$ cat config.mk
export PLATFORM = sky130hd
export DESIGN_NAME = systolic_seq_ctrl
export DESIGN_NICKNAME = d
export VERILOG_FILES = /design/src/rtl/systolic_seq_ctrl.sv
export SDC_FILE = /design/constraint.sdc
export NUM_CORES = 1
export LEC_CHECK = 0
export ABC_AREA = 1
export BUFFER_PORTS_ARGS = -buffer_cell sky130_fd_sc_hd__clkbuf_2
export CORE_UTILIZATION = 55
export CTS_CLUSTER_DIAMETER = 30
export DETAILED_ROUTE_END_ITERATION = 10
export HOLD_SLACK_MARGIN = 0.02
export PLACE_DENSITY = 0.83
export SLEW_MARGIN = 30
export SYNTH_ARGS = -nofsm -noshare
export SYNTH_HDL_FRONTEND = slang
export SYNTH_SLANG_ARGS = --single-unit
$ cat constraint.sdc
create_clock -name clk -period 2.4 [get_ports clk]
set_input_delay 0.36 -clock clk [delete_from_list [all_inputs] [get_ports clk]]
set_output_delay 0.36 -clock clk [all_outputs]
set_load 0.05 [all_outputs]
$ cat src/rtl/systolic_seq_ctrl.sv
// Pass sequencer for an N x N systolic MAC array: clear, skewed feed, flush,
// then a row-by-row result drain under valid/ready, ending in a done pulse.
module systolic_seq_ctrl #(
   parameter int N       = 4,
   parameter int K       = 4,
   parameter int MAC_LAT = 1,
   parameter int CW      = $clog2(K + 2*N + MAC_LAT) + 1
) (
   input  logic                  clk,
   input  logic                  rst_n,
   input  logic                  start,
   input  logic                  abort,
   output logic                  busy,
   output logic                  acc_clr,
   output logic                  feed_en,
   output logic [CW-1:0]         feed_t,
   output logic [N-1:0]          row_lane_en,
   output logic [N-1:0]          col_lane_en,
   output logic                  drain_valid,
   output logic [$clog2(N)-1:0]  drain_row,
   input  logic                  out_ready,
   output logic                  done
);

   localparam int RW = $clog2(N);

   localparam logic [2:0] S_IDLE  = 3'd0;
   localparam logic [2:0] S_CLEAR = 3'd1;
   localparam logic [2:0] S_FEED  = 3'd2;
   localparam logic [2:0] S_FLUSH = 3'd3;
   localparam logic [2:0] S_DRAIN = 3'd4;
   localparam logic [2:0] S_DONE  = 3'd5;

   // Terminal values of the phase counter and the drain row counter.
   localparam logic [CW-1:0] FEED_LAST  = CW'(K + N - 2);
   localparam logic [CW-1:0] FLUSH_LAST = CW'(N - 2 + MAC_LAT);
   localparam logic [RW-1:0] LAST_ROW   = RW'(N - 1);

   // Handshake: a result row transfers on any cycle where drain_valid and
   // out_ready are both high; drain_valid and drain_row hold while stalled.

   logic [2:0]    state_q, state_d;
   logic [CW-1:0] cnt_q, cnt_d;
   logic [RW-1:0] row_q, row_d;
   logic [N-1:0]  lane_en;

   always_comb begin
      state_d = state_q;
      cnt_d   = cnt_q;
      row_d   = row_q;
      if (abort && (state_q != S_IDLE)) begin
         state_d = S_IDLE;
         cnt_d   = '0;
         row_d   = '0;
      end else begin
         case (state_q)
            S_IDLE: begin
               if (start && !abort) begin
                  state_d = S_CLEAR;
                  cnt_d   = '0;
                  row_d   = '0;
               end
            end
            S_CLEAR: begin
               state_d = S_FEED;
               cnt_d   = '0;
            end
            S_FEED: begin
               if (cnt_q == FEED_LAST) begin
                  state_d = S_FLUSH;
                  cnt_d   = '0;
               end else begin
                  cnt_d = cnt_q + CW'(1);
               end
            end
            S_FLUSH: begin
               if (cnt_q == FLUSH_LAST) begin
                  state_d = S_DRAIN;
                  cnt_d   = '0;
                  row_d   = '0;
               end else begin
                  cnt_d = cnt_q + CW'(1);
               end
            end
            S_DRAIN: begin
               if (out_ready) begin
                  if (row_q == LAST_ROW) begin
                     state_d = S_DONE;
                     row_d   = '0;
                  end else begin
                     row_d = row_q + RW'(1);
                  end
               end
            end
            S_DONE: begin
               state_d = S_IDLE;
               cnt_d   = '0;
            end
            default: begin
               state_d = S_IDLE;
               cnt_d   = '0;
               row_d   = '0;
            end
         endcase
      end
   end

   always_ff @(posedge clk or negedge rst_n) begin
      if (!rst_n) begin
         state_q <= S_IDLE;
         cnt_q   <= '0;
         row_q   <= '0;
      end else begin
         state_q <= state_d;
         cnt_q   <= cnt_d;
         row_q   <= row_d;
      end
   end

   // Lane i is live for K cycles starting at t = i, giving the diagonal skew.
   always_comb begin
      int t;
      lane_en = '0;
      t = int'(cnt_q);
      if (state_q == S_FEED) begin
         for (int i = 0; i < N; i++) begin
            if ((t >= i) && (t < i + K)) lane_en[i] = 1'b1;
         end
      end
   end

   assign busy        = (state_q != S_IDLE);
   assign acc_clr     = (state_q == S_CLEAR);
   assign feed_en     = (state_q == S_FEED);
   assign feed_t      = (state_q == S_FEED) ? cnt_q : '0;
   assign row_lane_en = lane_en;
   assign col_lane_en = lane_en;
   assign drain_valid = (state_q == S_DRAIN);
   assign drain_row   = (state_q == S_DRAIN) ? row_q : '0;
   assign done        = (state_q == S_DONE);

endmodule
==> results of run 1 <==
-- logic make-up (layout without fill, tap and decap cells) --
kind of cell | count (synthesis) | after routing
AND/OR/NAND/NOR | 87 | 87
buffers and inverters | 30 | 53
AO/OA/AOI/OAI | 12 | 12
flip-flops | 10 | 10
adder cells (fa/ha/maj) | 3 | 3
XOR/XNOR | 2 | 2
-- synth_stat cells --
master     n  area (um^2)
nand2_1   37        138.9
nand3_1   16        80.08
nand2_2    2        12.51
ha_1       3        37.54
inv_2      1        3.750
nor2_2     2        12.51
nand4_1    3        18.77
a21oi_1    5        25.02
nor3_1     2        10.01
a311oi_1   1        8.760
buf_6      1        11.26
nand3_2    2        20.02
nor2_4     3        33.78
dfrtp_1   10        250.2
a31oi_1    2        12.51
o21ai_0    4        20.02
xor2_1     2        17.52
nand3b_1   1        7.510
nor2_1    18        67.56
nor4_1     1        6.260
inv_1     23        86.33
buf_4      4        30.03
inv_4      1        6.260
-- worst max-delay path by stage --
stage / slack [ns] / depth (start not counted) / end
CTS: 0.24 / 6 / row_lane_en[1]
floorplan: 0.02 / 6 / row_lane_en[1]
detailed placement: 0.53 / 6 / col_lane_en[1]
global route: 0.15 / 5 / row_lane_en[1]
global placement: 0.57 / 6 / col_lane_en[1]
finish: 0.24 / 6 / col_lane_en[1]
-- final cells by class --
class                      instances  area (um^2)  area share [%]
timing repair buffer              25        130.1           11.86
multi-input combinational        104        578.1           52.68
inverter                          25        96.34           8.780
sequential                        10        250.2           22.81
clock buffer                       3        22.52           2.052
tap                               16        20.02           1.824
-- routing by layer --
layer	up-vias	global-route usage [%]	wire length, um
met5	-	0	0
met4	0	11.88	48
met3	6	2.979	122
met2	38	40.61	936
met1	428	36.41	1016
li1	503	-	-
-- cell usage in the layout, fill, tap and decap left out --
cell,count
nand2_1,37
clkbuf_2,24
inv_1,23
nor2_1,18
nand3_1,16
dfrtp_1,10
a21oi_1,5
nor2_4,4
o21ai_0,4
nand4_1,3
ha_1,3
clkbuf_4,3
nand2_2,2
nand3_2,2
xor2_1,2
inv_4,1
inv_2,1
nor3_1,1
nor4_1,1
nor3_4,1
a31oi_4,1
a311oi_4,1
nor2_2,1
nand3b_1,1
a31oi_1,1
dlygate4sd3_1,1
-- where the power goes --
group          switching (uW)  internal (uW)
registers                52.7            194
logic                     420            140
clock network            52.6           57.6
total                     525            391
-- registers in the layout (all words and copies together), names as in the netlist --
signal   count
cnt_q        5
state_q      3
row_q        2
-- through the flow --
| step | instance area (um^2) | setup WS (ns) |
|---|---|---|
| 6_report | 1097 | 0.2385 |
| 4_1_cts | 1097 | 0.2373 |
| 3_3_place_gp | 1065 | 0.5677 |
| 2_1_floorplan | 965.9 | 0.01514 |
| 3_5_place_dp | 1065 | 0.5284 |
| 5_1_grt | 1097 | 0.1540 |
-- critical path, stage by stage, from the launching register on --
cell	delay (ns)
dfrtp_1	0.46
inv_4	0.12
nand2_2	0.09
nor2_4	0.15
nand3_1	0.20
nor3_4	0.22
clkbuf_2	0.30
-- what timing repair did --
| action | 4_1_cts | 5_1_grt |
|---|---|---|
| endpoints found under the setup margin | 0 | 0 |
| hold endpoints to repair | 10 | 0 |
| hold buffers | 1 | 0 |
| resized for setup | 0 | 0 |
==> run metrics, run 1 <==
status=finished, final reports clean; Mapped Avg Cell Area=6.369 um^2; R2R depth=7; # rows=14; Tightest Pin Transition=0.4918 ns; mux contribution to synthesized area=0%; H-tree levels=1; cell area power density=834.8 nW/um^2; largest family of logic cells by synthesized area=simple AND/OR/NAND/NOR gates; leakage power=0.0006300 uW; WHS=0.4099 ns; CTS sink cnt=10; synthesis-stage register bit count=10; Cells after DPL=179; Clock Skew=0.008973 ns; setup TNS=0 ns; via count=975; Diodes inserted=0; HPWL Detailed=1.752 mm; max-cap violation count=0; GR Util All Layers=26.18%; Worst Hold Path EP=state_q[2]; CTS buffer count=3; register area share after synthesis=27.29%; RSZ-0062 raised after global routing=false; First-pass DRT Iterations=4; Final min period=2.161 ns; post-synthesis cell area=917.1 um^2; Fillers=135; P&R area growth vs syn=19.64%; Reg clk slew, reported paths=0.06 ns; Critical Path AT=1.80 ns; Buffers on Ports=24; Syn Nets=152; hold-critical path depth=4; fmax=462.7 MHz; Starting DRT DRC Count=53; antenna-violating nets left=0; Final Hold Vio Count=0; Post-Synth Adder-Cell Area=4.093%; CORE AREA=1524 um^2; total power=916.0 uW; worst-skew pair later-pin latency=0.26 ns; Slew Limit Fails=0; # setup viols final=0; synth warn=0; non-filler cells, final=183; Post-route DRC=0; Tcrit/Tclk final=90.06%; Gate Count Post-Synth=144; CP Data Required Time=2.04 ns; wire per inst=11.60 um; CTS tree=done; post-synthesis xor/xnor area fraction=1.910%; die width=42.84 um; gp weighted congestion=0.8368; Finished Core Util=72.00%; vias in the first global route=843; Synth cell types=23; Starting Density=60.18%; vias per cell=5.328; crit path launch=state_q[2]; relative slew slack=66.91%; global-route wire length before repair=3.622 mm; CP Capture Type=output pin; critical path peak fanout=7; clk buf depth=2; post-CTS setup buffer count=0; Hold Path Class=in -> reg; Root Driver=clkbuf_4; Ports=25; final net count=177; reg2reg setup slack=0.98 ns; Hold Path Origin=out_ready; largest net degree at the start of global routing=11; post-synthesis compound-gate area fraction=7.231%; simple logic cell fraction of the synthesized area=44.47%; share of cells above drive strength 1=24.55%; Die ar.=1835 um^2; CP startpoint kind=flop; WL final=2.123 mm; die height=42.84 um; initial antenna violation count=0; worst r2r src=cnt_q[4]; critical path class=reg -> out; total grt overflow=0; worst flop-to-flop path endpoint=row_q[1]; worst-case vdd ir drop=0.0005895 V
Power figures use the tool's default switching activity.
==> run 2, diff against run 1 <==
Settings changed: PLACE_DENSITY 0.83 to unset, PLACE_DENSITY_LB_ADDON set to 0.25.
==> run 2 against run 1 <==
Net effect: flip-flop and latch count did not move; register-to-register slack got worse by 0.02 ns; cell area did not move; hold slack got worse by 0.0081 ns; clock power rose by 7%; clock skew barely moved; via count rose by 0.62%; final cell count did not move; combinational power fell by 1%; sequential power barely moved; critical endpoint unchanged; highest routed layer unchanged.
==> run metrics, run 2 (synthesis results as in run 1) <==
status=finished, final reports clean; critical path peak fanout=7 (unchanged); Post-CTS Resized=0 (unchanged); CP top delay family=simple AND/OR/NAND/NOR gates; CP Data Required Time=2.04 ns (about the same); CTS buffer count=3 (unchanged); global-route wire length before repair=3.726 mm (+2.9%); GR Util All Layers=27.14% (+0.96 points); Buffers on Ports=24 (unchanged); largest registers=cnt_q (5), state_q (3), row_q (2); sequential power share=26.8% (about the same); CORE AREA=1524 um^2 (unchanged); Die ar.=1835 um^2 (unchanged); clock share of power=12.8% (+0.8 points); RSZ-0062 raised after global routing=false; gp weighted congestion=0.8476 (+1.3%); most common cell after layout, fill and taps aside=nand2_1; WP buf/inv=2 (unchanged); worst-case vdd ir drop=0.0005362 V (-9.0%); Storage cell area=250.2 um^2 (unchanged); clk buf depth=2 (unchanged); via count=981 (+0.62%); share of cells above drive strength 1=24.55% (unchanged); sw power=526.2 uW (+0.28%); CP Capture Type=output pin; WHS=0.4018 ns (-0.008090 ns); Tightest Pin Transition=0.5049 ns (+0.01306 ns); Slowest Stage Delay on Critical Path=0.46 ns (about the same); max reg flops=5 (unchanged); total grt overflow=0 (unchanged); Starting Density=60.18% (unchanged); area of the multi-input gates=578.1 um^2 (unchanged); worst-skew pair later-pin latency=0.28 ns (+0.02 ns); Final Hold Vio Count=0 (unchanged); post-CTS setup buffer count=0 (unchanged); Post-route DRC=0 (unchanged); CTS sink cnt=10 (unchanged); Ports=25 (unchanged); final net count=177 (unchanged); relative slew slack=66.03% (-0.88 points); die width=42.84 um (unchanged); cell area power density=835.1 nW/um^2 (about the same); Final min period=2.200 ns (+0.03878 ns); vias per cell=5.361 (+0.62%); # setup viols final=0 (unchanged); die height=42.84 um (unchanged); P&R area growth vs syn=19.64% (unchanged); total power=916.4 uW (about the same); CTS tree=done; fmax=454.5 MHz (-1.8%); CP max-delay cell=dfrtp_1; Hold Path Class=in -> reg; WL final=2.105 mm (-0.85%); internal power=390.2 uW (-0.28%); leakage power=0.0006300 uW (unchanged); antenna-violating nets left=0 (unchanged); HPWL Detailed=1.683 mm (-3.9%); Comb pwr share=60.4% (-0.7 points); cells along the critical path=inv_4 > nand2_2 > nor2_4 > nand3_1 > nor3_4 > clkbuf_2; wire per inst=11.50 um (-0.85%); Root Driver=clkbuf_4; Slew Limit Fails=0 (unchanged); Clock Skew=0.008711 ns (-0.0002620 ns); CP startpoint kind=flop; H-tree levels=1 (unchanged); critical path class=reg -> out; max-cap violation count=0 (unchanged); Biggest register=cnt_q; vias in the first global route=863 (+2.4%); Tcrit/Tclk final=91.68% (+1.6 points); Reg clk slew, reported paths=0.07 ns (about the same); initial antenna violation count=0 (unchanged); Starting DRT DRC Count=22 (-58%); switching share of power=57.42% (+0.14 points); largest net degree at the start of global routing=11 (unchanged); # rows=14 (unchanged); setup TNS=0 ns (unchanged); most frequent cells in the layout=37 x nand2_1, 24 x clkbuf_2, 23 x inv_1; First-pass DRT Iterations=4 (unchanged); Critical Path AT=1.84 ns (+0.04 ns); Diodes inserted=0 (unchanged); Fillers=129 (-4.4%)
run 2: cell type report:
| class | count | share of cell area [%] |
|---|---|---|
| inverter | 25 | 8.780 |
| timing repair buffer | 25 | 11.86 |
| tap | 16 | 1.824 |
| multi-input combinational | 104 | 52.68 |
| clock buffer | 3 | 2.052 |
| sequential | 10 | 22.81 |
run 2: what timing repair did:
action,CTS,global route
endpoints found under the setup margin,0,0
hold buffers,1,0
hold endpoints to repair,10,0
run 2: through the flow:
stage	instance area [um^2]	worst slack [ns]	instances	util, %
final	1097	0.1998	183	72.00
after global routing	1097	0.09174	183	72.00
after CTS	1097	0.2085	183	72.00
after detailed placement	1065	0.5036	179	69.87
after global placement	1065	0.5627	179	69.87
after floorplan	965.9	0.01514	144	-
run 2: per-layer routing:
layer | part of all wire, % | global-route usage, %
met1 | 47 | 39.30
met2 | 45 | 39.39
met3 | 5.7 | 3.830
met4 | 2.0 | 13.13
met5 | 0 | 0
run 2: power by group through the flow:
| stage | sequential [uW] | clock, uW | combinational, uW |
|---|---|---|---|
| after global routing | 252 | 125 | 603 |
| final | 245 | 118 | 553 |
| after floorplan | 232 | 0 | 468 |
| after CTS | 245 | 114 | 554 |
| after detailed placement | 248 | 0 | 551 |
| after global placement | 246 | 0 | 539 |
run 2: path summary, 6_finish.rpt:
path                            startpoint             end  slack (ns)  depth (start not counted)
min in group asynchronous            rst_n        row_q[1]        0.49                          2
worst max-delay path            state_q[2]  col_lane_en[1]        0.20                          6
max in group asynchronous            rst_n        cnt_q[4]        1.70                          2
worst max register to register    cnt_q[4]      state_q[2]        0.96                          7
worst min-delay path             out_ready      state_q[2]        0.40                          4
worst min register to register    row_q[1]        row_q[1]        0.52                          2
run 2: tightest hold or removal path: cells and delay by family:
family                 cells  cell delay, ns
buffers and inverters      2            0.15
AO/OA/AOI/OAI              1            0.08
AND/OR/NAND/NOR            1            0.06
